File: config.mk
export PLATFORM = sky130hd
export DESIGN_NAME = ycbcr_capture
export DESIGN_NICKNAME = d
export VERILOG_FILES = /design/src/rtl/ycbcr_capture_pkg.sv /design/src/rtl/ycbcr_capture_sync_in.sv /design/src/rtl/ycbcr_capture.sv
export SDC_FILE = /design/constraint.sdc
export NUM_CORES = 1
export LEC_CHECK = 0
export ABC_AREA = 1
export BUFFER_PORTS_ARGS = -buffer_cell sky130_fd_sc_hd__buf_2
export CELL_PAD_IN_SITES_DETAIL_PLACEMENT = 1
export CELL_PAD_IN_SITES_GLOBAL_PLACEMENT = 1
export CORE_ASPECT_RATIO = 0.75
export CORE_MARGIN = 10
export CORE_UTILIZATION = 35
export CTS_CLUSTER_SIZE = 20
export DETAILED_ROUTE_END_ITERATION = 10
export PLACE_DENSITY_LB_ADDON = 0.2
export REMOVE_ABC_BUFFERS = 1
export SYNTH_ARGS = -nofsm -noshare
export SYNTH_HDL_FRONTEND = slang
export SYNTH_SLANG_ARGS = --single-unit
File: constraint.sdc
create_clock -name PCLK -period 5.2 [get_ports PCLK]
set_clock_uncertainty 0.1 [all_clocks]
set_input_delay 1.3 -clock PCLK [delete_from_list [all_inputs] [get_ports PCLK]]
set_output_delay 1.3 -clock PCLK [all_outputs]
set_load 0.01 [all_outputs]
File: src/rtl/ycbcr_capture_pkg.sv
// Shared definitions for the OV7670 YCbCr capture front end:
// frame-sync states, byte-order selectors and default frame geometry.
package ycbcr_capture_pkg;

    typedef enum logic [1:0] {
        ST_SYNC   = 2'd0,
        ST_VS     = 2'd1,
        ST_ACTIVE = 2'd2
    } cap_state_t;

    localparam int   H_ACTIVE_DEF   = 640;
    localparam int   V_ACTIVE_DEF   = 480;
    localparam int   FRAME_SKIP_DEF = 2;

    localparam bit   ORDER_CB_FIRST = 1'b1;
    localparam bit   ORDER_CR_FIRST = 1'b0;

    localparam int   X_W    = 10;
    localparam int   Y_W    = 9;
    localparam int   SKIP_W = 4;

endpackage

File: src/rtl/ycbcr_capture_sync_in.sv
// Camera input register stage: one flop on D/HREF/VSYNC, plus edge
// detection on the registered HREF and VSYNC.
module ycbcr_capture_sync_in (
    input  logic       PCLK,
    input  logic       rst_n,
    input  logic       VSYNC,
    input  logic       HREF,
    input  logic [7:0] D,
    output logic [7:0] d_r,
    output logic       href_r,
    output logic       vsync_r,
    output logic       href_fall,
    output logic       vsync_rise,
    output logic       vsync_fall
);

    logic href_d;
    logic vsync_d;

    always_ff @(posedge PCLK or negedge rst_n) begin
        if (!rst_n) begin
            d_r     <= '0;
            href_r  <= 1'b0;
            vsync_r <= 1'b0;
            href_d  <= 1'b0;
            vsync_d <= 1'b0;
        end else begin
            d_r     <= D;
            href_r  <= HREF;
            vsync_r <= VSYNC;
            href_d  <= href_r;
            vsync_d <= vsync_r;
        end
    end

    assign href_fall  = href_d & ~href_r;
    assign vsync_rise = vsync_r & ~vsync_d;
    assign vsync_fall = vsync_d & ~vsync_r;

endmodule

File: src/rtl/ycbcr_capture.sv
// OV7670 YCbCr 4:2:2 deserialiser: byte stream to one pixel per e_pix strobe
// with x/y position, frame sync, settle-frame skipping and line checking.
//
// state     | meaning
// ----------+---------------------------------------------------------
// ST_SYNC   | waiting for VSYNC high (after reset or a skipped frame)
// ST_VS     | in vertical blanking, waiting for VSYNC to fall
// ST_ACTIVE | capturing the frame until the next VSYNC rise
module ycbcr_capture
    import ycbcr_capture_pkg::*;
#(
    parameter int H_ACTIVE   = H_ACTIVE_DEF,
    parameter int V_ACTIVE   = V_ACTIVE_DEF,
    parameter int FRAME_SKIP = FRAME_SKIP_DEF,
    parameter bit CB_FIRST   = ORDER_CB_FIRST
) (
    input  logic           PCLK,
    input  logic           rst_n,
    input  logic           VSYNC,
    input  logic           HREF,
    input  logic [7:0]     D,
    output logic           e_pix,
    output logic [7:0]     Y,
    output logic [7:0]     Cb,
    output logic [7:0]     Cr,
    output logic [X_W-1:0] x_pos,
    output logic [Y_W-1:0] y_pos,
    output logic           frame_start,
    output logic           frame_done,
    output logic           line_err
);

    localparam logic [X_W-1:0]    H_LIM    = X_W'(H_ACTIVE);
    localparam logic [Y_W-1:0]    V_LIM    = Y_W'(V_ACTIVE);
    localparam logic [SKIP_W-1:0] SKIP_LIM = SKIP_W'(FRAME_SKIP);

    logic [7:0] d_r;
    logic       href_r, vsync_r, href_fall, vsync_rise, vsync_fall;

    ycbcr_capture_sync_in u_sync_in (
        .PCLK       (PCLK),
        .rst_n      (rst_n),
        .VSYNC      (VSYNC),
        .HREF       (HREF),
        .D          (D),
        .d_r        (d_r),
        .href_r     (href_r),
        .vsync_r    (vsync_r),
        .href_fall  (href_fall),
        .vsync_rise (vsync_rise),
        .vsync_fall (vsync_fall)
    );

    cap_state_t        state_q, state_d;
    logic              enter_active, skip_inc, done_d;
    logic [SKIP_W-1:0] skip_cnt;
    logic [1:0]        ph;
    logic [7:0]        c0, y0;
    logic [X_W-1:0]    x_cnt;
    logic [Y_W-1:0]    y_cnt;
    logic              in_frame, emit_ok;

    // pixel staged one cycle ahead of the output registers
    logic              req_v, req_fs;
    logic [7:0]        req_y, req_cb, req_cr;
    logic [X_W-1:0]    req_x;
    logic [Y_W-1:0]    req_yp;

    always_comb begin
        state_d      = state_q;
        enter_active = 1'b0;
        skip_inc     = 1'b0;
        done_d       = 1'b0;
        case (state_q)
            ST_SYNC: begin
                if (vsync_r) state_d = ST_VS;
            end
            ST_VS: begin
                if (vsync_fall) begin
                    if (skip_cnt == SKIP_LIM) begin
                        state_d      = ST_ACTIVE;
                        enter_active = 1'b1;
                    end else begin
                        skip_inc = 1'b1;
                        state_d  = ST_SYNC;
                    end
                end
            end
            ST_ACTIVE: begin
                if (vsync_rise) begin
                    done_d  = 1'b1;
                    state_d = ST_VS;
                end
            end
            default: state_d = ST_SYNC;
        endcase
    end

    always_ff @(posedge PCLK or negedge rst_n) begin
        if (!rst_n) begin
            state_q  <= ST_SYNC;
            skip_cnt <= '0;
        end else begin
            state_q <= state_d;
            if (skip_inc && skip_cnt != {SKIP_W{1'b1}})
                skip_cnt <= skip_cnt + 1'b1;
        end
    end

    // A VSYNC rise aborts the line in the same cycle it is seen.
    assign in_frame = (state_q == ST_ACTIVE) && !vsync_r && (y_cnt < V_LIM);
    assign emit_ok  = in_frame && href_r && ph[1] && (x_cnt < H_LIM);

    always_ff @(posedge PCLK or negedge rst_n) begin
        if (!rst_n) begin
            ph     <= '0;
            c0     <= '0;
            y0     <= '0;
            x_cnt  <= '0;
            y_cnt  <= '0;
            req_v  <= 1'b0;
            req_fs <= 1'b0;
            req_y  <= '0;
            req_cb <= '0;
            req_cr <= '0;
            req_x  <= '0;
            req_yp <= '0;
        end else begin
            ph <= (!href_r || vsync_r) ? 2'd0 : ph + 2'd1;

            if (href_r) begin
                case (ph)
                    2'd0: c0 <= d_r;
                    2'd1: y0 <= d_r;
                    2'd2: begin
                        req_y  <= y0;
                        req_cb <= CB_FIRST ? c0  : d_r;
                        req_cr <= CB_FIRST ? d_r : c0;
                    end
                    default: req_y <= d_r;
                endcase
            end

            req_v <= emit_ok;
            if (emit_ok) begin
                req_x  <= x_cnt;
                req_yp <= y_cnt;
                req_fs <= (x_cnt == '0) && (y_cnt == '0);
            end

            if (!href_r)
                x_cnt <= '0;
            else if (emit_ok)
                x_cnt <= x_cnt + 1'b1;

            if (enter_active)
                y_cnt <= '0;
            else if (state_q == ST_ACTIVE && href_fall && y_cnt < V_LIM)
                y_cnt <= y_cnt + 1'b1;
        end
    end

    always_ff @(posedge PCLK or negedge rst_n) begin
        if (!rst_n) begin
            e_pix       <= 1'b0;
            frame_start <= 1'b0;
            frame_done  <= 1'b0;
            line_err    <= 1'b0;
            Y           <= '0;
            Cb          <= '0;
            Cr          <= '0;
            x_pos       <= '0;
            y_pos       <= '0;
        end else begin
            e_pix       <= req_v;
            frame_start <= req_v && req_fs;
            frame_done  <= done_d;
            if (req_v) begin
                Y     <= req_y;
                Cb    <= req_cb;
                Cr    <= req_cr;
                x_pos <= req_x;
                y_pos <= req_yp;
            end
            // partial 4-byte group at line end, or bytes past the last column
            if (enter_active)
                line_err <= 1'b0;
            else if (in_frame && ((href_fall && ph != 2'd0) || (href_r && x_cnt >= H_LIM)))
                line_err <= 1'b1;
        end
    end

endmodule

==> summary by stage, run 1 <==
Run status
The run finished with clean final reports.

Critical path
Broken down by cell family, the worst path's largest delay share belongs to flip-flops. The maximum fanout count along the critical path is 2. The worst register-to-register path ends at req_cb[5]. The setup check on the worst reg-to-reg path leaves a slack of 2820 ps. Walking the worst path, the cells encountered are buf_2.

The launching element type of the critical path is a flop. The first element of the critical path is Cb[1]. For this design, the slowest cell found on the critical path is dfrtp_1. The stage delay of the slowest cell on the critical path is 410 ps.

By startpoint and endpoint, the worst setup path is classified as reg -> out. The worst register-to-register path begins at ph[0]. The worst endpoint data arrival time is 990 ps. Together, buffers and inverters on the worst path number 1. The nature of the critical path endpoint is an output port. The required time of the critical path is 3800 ps. The path depth of the worst reg2reg path is 4.

Pwr
Per report_power, the clock group accounts for 46.5% of the total. VDD sags by at most 0.2102 mV. In this run, flip-flops and latches consume 46.6% of the power. For this design the ratio of total power to cell area is 396.9 nW/um2.

Of the total power, the share spent switching nets is 24.48%. The switching power total is 0.6910 mW. The internal power of the cells is 2.131 mW.

The power share of the combinational group is 6.9%. The analysis attributes to cell leakage a power of 3.639 nW.

Flow run
The tool flagged a number of max-cap violations equal to 0.

Final layout
The repair_antennas step left the layout with diodes totalling 0. Of the cells placed in the final design, the portion with a size suffix greater than 1 is 27.88%. The layout net count is 632. Once layout is complete, the utilization of the core stands at 42.12%. The area growth from synthesis to layout is 17.96%.

Clocking
The CTS tree is done. For this design, the sink count on the clock tree is 147. In this run the post-CTS setup repair buffer count came out at 0. The deepest clock path buffer count is 2. The CTS H-tree depth is 4. The clock insertion delay at the later pin of the skew report is 430 ps. The count of hold-fix buffers inserted at cts is 0.

After clock tree synthesis, the clock-pin slew on the worst setup and hold paths is 60 ps. The post-cts repair resize count is 0. The root cell of the clock tree is clkbuf_16. The number of buffers inserted during clock tree synthesis is 17.

Route
The number of DRC violations after detailed routing is 0. The final routed wire length divided by cell count is 16.65 um. The final antenna-violating net count is 0. The pre-antenna-repair detailed-routing pass consisted of 5 iterations. In this run, the number of DRC markers left after iteration 0 of detailed routing was 281. The via count of the routed design is 4,088. The via count normalized by instance count is 4.872. Summed over all layers, the routed wires come to 13.97 mm.

Synthesis
The Yosys step of the flow raised 0 warnings. The prevailing post-synth register cell is dfrtp_1. The average cell area after synthesis is 10.90 um2. The most used standard cell by instance count after synthesis is dfrtp_1. The synthesized netlist occupies a cell area of 6027 um2. Ranked by total cell area, the synthesized netlist is headed by dfrtp_1, mux2_2, nand2_1, o21ai_0, inv_1. In this run, synthesis produced a sequential element count of 147. The area share of the largest cell type after synthesis is 61.03%. By count the netlist is led by dfrtp_1, nand2_1, mux2_2. The synthesized netlist cell count is 553.

The share of synthesized area occupied by flip-flops and latches is 61.03%. The biggest area contributor in the post-synthesis netlist is dfrtp_1. The number of distinct library cells after synthesis is 31. Counting flops with an async set or reset pin after synthesis yields a share of 100.0%. Yosys mapped a number of flops with a built-in enable equal to 0.

Hold path
The worst hold path terminates at frame_start. The startpoint of the most critical hold path is req_fs. The class of the worst hold path is reg -> reg. Along the worst hold path, the cell count comes to 2.

Global routing
For this run the aggregate overflow at the end of global routing stands at 0. The number of global-route vias before repair is 4,397. Entering global routing, the biggest net connects 82 pins. The first-pass GRT wire length is 23.19 mm.

The overall global routing resource usage is 12.80%. The initial antenna violation count was 0.

STA
The hold violation total from the final report came to 0. Summed over all failing endpoints, the final setup total negative slack is 0 ps. Setup repair after global routing left no endpoint under its margin.

Headroom to the max-slew limit came out at 24.59%. For this run, the top clock speed supported by timing is 418.4 MHz. The number of setup violations in the final report is 0. The measured slew at the worst slew-check pin is 1131 ps. The minimum clock period is 2390 ps. The final worst-path cycle share is 45.97%. The final max-slew violation count came to 0.

Floorplan
In this run the horizontal extent of the chip is 171.5 um. 59 I/O pins were placed. Row generation in the floorplan step produced 41 rows. The area of the die is 22,920 um2. Once the floorplan was initialized, standard cells occupied 35.71% of the core. The core box area is 16,880 um2. The vertical die dimension is 133.6 um.

Place
Input and output buffers added on the ports amount to 58. The congestion estimate from routability-driven global placement came to 0.7559. The total half-perimeter wirelength after legalization and detailed placement is 9.349 mm.
==> cells in the final DEF, fill, tap and decap left out, drive strengths merged <==
master and n:
mux2 51, o22ai 1, and3 1, nand3 26, xor2 4, xnor2 1, a21oi 18, a211oi 1
nor3 6, nand4 15, dfrtp 147, a31o 1, buf 60, inv 52, bufinv 4, nor2 30
clkbuf 17, clkinv 7, nand2 110, or2 2, o21ai 59, ha 9, clkinvlp 2
==> power by group through the flow <==
stage	clock [mW]	combinational, mW	sequential (mW)
finish	1.31	0.194	1.31
global route	1.40	0.227	1.33
CTS	1.34	0.201	1.32
detailed placement	0	0.199	1.34
global placement	0	0.184	1.33
floorplan	0	0.128	1.31
==> cell families (layout without fill, tap and decap cells) <==
logic type	after synthesis	count (layout)	share of synthesized area [%]
multiplexers	51	51	9.529
XOR/XNOR	5	5	0.7266
adder cells (fa/ha/maj)	9	9	1.868
AND/OR/NAND/NOR	190	190	14.20
buffers and inverters	71	142	5.252
AO/OA/AOI/OAI	80	80	7.391
flip-flops	147	147	61.03
==> state kept, by name, indices dropped and copies added (netlist names), 9 cells and up <==
register and count:
req_x 10, req_yp 9, x_cnt 10, x_pos 10
y_cnt 9, y_pos 9
==> metal layers <==
layer / global-route usage, % / vias to the layer above / share of wire [%]
met1: 17.31 / 2080 / 48
li1: - / 1938 / -
met2: 18.89 / 52 / 46
met5: 0 / - / 0
met3: 3.453 / 18 / 5.1
met4: 5.205 / 0 / 1.5
==> worst max path at each step <==
stage	endpoint	slack [ps]	depth (start not counted)
after floorplan	req_cb[0]	3310	4
after global placement	Cb[4]	2730	2
after detailed placement	Cb[1]	2690	2
after CTS	req_cb[5]	2770	4
after global routing	req_cb[4]	2620	4
final	Cb[1]	2810	1
==> stage by stage <==
| stage | worst slack [ps] | instance area (um2) | power, mW | cells | hold WS (ps) |
|---|---|---|---|---|---|
| after floorplan | 3307 | 5899 | 1.442 | 532 | 312.5 |
| after global placement | 2734 | 6481 | 1.514 | 807 | 355.7 |
| after detailed placement | 2688 | 6481 | 1.534 | 807 | 357.9 |
| after CTS | 2769 | 7109 | 2.860 | 839 | 384.2 |
| after global routing | 2617 | 7109 | 2.952 | 839 | 404.0 |
| final | 2810 | 7109 | 2.822 | 839 | 377.3 |
==> layout make-up <==
type / instances / area [um2]
clock buffer: 17 / 425.4
clock inverter: 15 / 202.7
fill: 1852 / 9768
inverter: 50 / 188.9
multi-input combinational: 335 / 2032
sequential: 147 / 3680
tap: 215 / 269.0
timing repair buffer: 60 / 311.5
(Power assumes the default switching activity.)
==> run 2, diff against run 1 <==
clock period = 2.35 ns   (was 5.2 ns; I/O delays follow)
==> run 2 against run 1 <==
Effect of this change: non-clock buffer count rose by 7; die area is the same; global-route usage up 0.52 points; combinational power grew 130%; highest routed layer unchanged.
==> summary by stage, run 2 (synthesis gave the netlist of run 1 again) <==
Place
The total of buffers placed on input and output ports came to 58 (unchanged). The total half-perimeter wirelength after legalization and detailed placement is 9.770 mm (+4.5%). The global placer's final weighted congestion was 0.8160 (+8.0%).

Floorplan
The die boundary width is 171.5 um (unchanged). The area of the die was 22,920 um2 (unchanged). The effective utilization at floorplan was 35.71% (unchanged). The core box area is 16,880 um2 (unchanged). The vertical die dimension was 133.6 um (unchanged). The total I/O pin count was 59 (unchanged). The row count is 41 (unchanged).

Critical path
STA classifies the critical path endpoint as a flop. The maximum fanout count along the critical path is 11 (+9). The launching element type of the critical path is a flop. The critical setup path kind is reg -> reg. The worst endpoint data arrival time is 2110 ps (+1120 ps). The stage delay of the slowest cell on the critical path is 410 ps (about the same). The required time of the critical path is 2550 ps (-1250 ps). The standard cell with the maximum stage delay on the critical path is dfrtp_1. The critical path goes through inv_1, nand2_1, nor2_1, nand3_1, nand2_2, o21ai_0.

STA
Static timing analysis puts the maximum clock frequency at 523.4 MHz. The total negative slack was 0 ps (unchanged). The worst path in the final design needs a cycle of 1911 ps, including I/O delays and setup. Setup repair after global routing left no endpoint under its margin. The relative max-transition margin is 53.95% (+29 points). The hold violation total from the final report is 0 (unchanged). The number of setup violations in the final report came to 0 (unchanged). The final worst-path cycle share is 81.31%. The measured slew at the worst slew-check pin came to 689.8 ps (-441.4 ps). The final max-slew violation count came to 0 (unchanged).

Final layout
Compared with the post-synthesis result, the final layout area differs by 19.10%. The share of layout cells above drive strength 1 is 28.53% (+0.64 points). The library cell used most frequently in the layout, excluding fill and tap cells, is dfrtp_1. In the final layout, the registers with the most flip-flops are req_x: 10 flops, x_cnt: 10 flops, x_pos: 10 flops. The layout net count is 639 (+1.1%). The total inserted antenna cells was 0 (unchanged). The top cell types in the final layout, fill and taps aside, are dfrtp_1, nand2_1, buf_2.

Route
The final routed wire length divided by cell count is 16.81 um (+0.98%). The number of DRC violations after detailed routing is 0 (unchanged). The overall routed net length is 14.22 mm (+1.8%). The number of DRC violations after detailed-routing iteration 0 is 275 (-2.1%). The final antenna-violating net count is 0 (unchanged). The via count of the routed design is 4,124 (+0.88%). The via count normalized by instance count is 4.875 (about the same). The first-pass iteration count of the detailed router came to 4 (-1).

Global routing
The first-pass GRT wire length is 24.27 mm (+4.6%). The overall global routing resource usage was 13.33% (+0.52 points). The number of global-route vias before repair was 4,558 (+3.7%). The initial antenna violation count is 1 (+1). The remaining global-route overflow is 0 (unchanged). The maximum number of pins on one net before global-route repair is 49 (-40%).

Clocking
The buffers inserted during post-CTS setup optimization is 0 (unchanged). The deepest clock path buffer count is 2 (unchanged). The CTS clock-pin slew for the worst setup and hold paths is 70 ps (about the same). The clock insertion delay at the later pin of the skew report is 430 ps (about the same).

The number of buffers inserted during clock tree synthesis came to 17 (unchanged). CTS placed an instance of clkbuf_16 at the clock tree root. The CTS H-tree depth is 4 (unchanged). The CTS tree is done. The CTS sink count is 147 (unchanged).

Pwr
The power density over the cells is 854.9 nW/um2 (+120%). The total leakage power is 3.668 nW (+0.82%). The total power is 6.137 mW (+120%). The maximum vdd ir drop was 0.4564 mV (+120%).

Hold path
The worst hold path belongs to the class in -> reg.

Flow run
The max capacitance violation total is 0 (unchanged).

Run status
The flow ran to the end, and the final reports show no timing, DRC or antenna violations.
run 2: changes by cell type in the layout (fill, tap and decap cells not counted):
cell / change
clkbuf_8: +2
bufinv_16: -2
clkinv_4: +2
dlygate4sd3_1: +1
inv_6: -2
buf_12: +3
inv_8: +1
buf_4: +3
clkinv_2: -2
clkinvlp_4: +1
run 2: area by class of cell:
cell class / count / area (um2)
Sequential cell: 147 / 3680
Clock inverter: 13 / 151.4
Timing Repair Buffer: 67 / 404.1
Multi-Input combinational cell: 335 / 2032
Inverter: 50 / 188.9
Clock buffer: 19 / 452.9
Fill cell: 1842 / 9699
Tap cell: 215 / 269.0
run 2: path summary, 6_finish.rpt:
check / startpoint / end / slack [ps] / cells past startpoint
setup / recovery: u_sync_in.vsync_r / y_cnt[5] / 440 / 6
max in group asynchronous: rst_n / y0[3] / 1000 / 3
hold / removal: D[4] / u_sync_in.d_r[4] / 160 / 1
min in group asynchronous: rst_n / x_cnt[1] / 540 / 2
setup reg to reg: u_sync_in.vsync_r / y_cnt[5] / 440 / 6
hold reg to reg: u_sync_in.vsync_r / u_sync_in.vsync_d / 350 / 0
run 2: what timing repair did:
item | 4_1_cts | 5_1_grt
hold buffers | 1 | 0
resized for setup | 0 | 0
hold endpoints to repair | 37 | 0
run 2: routing by layer:
| metal | GRT usage (%) | share of wire [%] | routed length (um) |
|---|---|---|---|
| met1 | 17.43 | 48 | 6858 |
| met2 | 20.13 | 46 | 6555 |
| met3 | 4.368 | 4.2 | 604 |
| met4 | 4.723 | 1.4 | 205 |
| met5 | 0 | 0 | 0 |
run 2: metrics by stage:
step	hold slack (ps)	instances	setup WS [ps]	cell area [um2]	util, %
2_1_floorplan	191.9	532	457.3	5899	-
3_3_place_gp	325.0	813	605.9	6564	38.89
3_5_place_dp	346.6	813	457.2	6564	38.89
4_1_cts	143.8	846	447.7	7178	42.53
5_1_grt	138.0	846	304.6	7178	42.53
6_report	162.1	846	439.3	7178	42.53
run 2: worst max-delay path: cells and delay by family (launching register included):
family | cells | cell delay [ps]
buffers and inverters | 1 | 140
AOI/OAI and AO/OA | 1 | 110
DFF | 1 | 410
and+or+nand+nor | 4 | 1010
run 2: power by group:
part           internal [mW]  switching, mW  total [mW]
Combinational          0.183          0.265       0.448
Sequential              2.76          0.149        2.91
Clock                   1.64           1.15        2.78
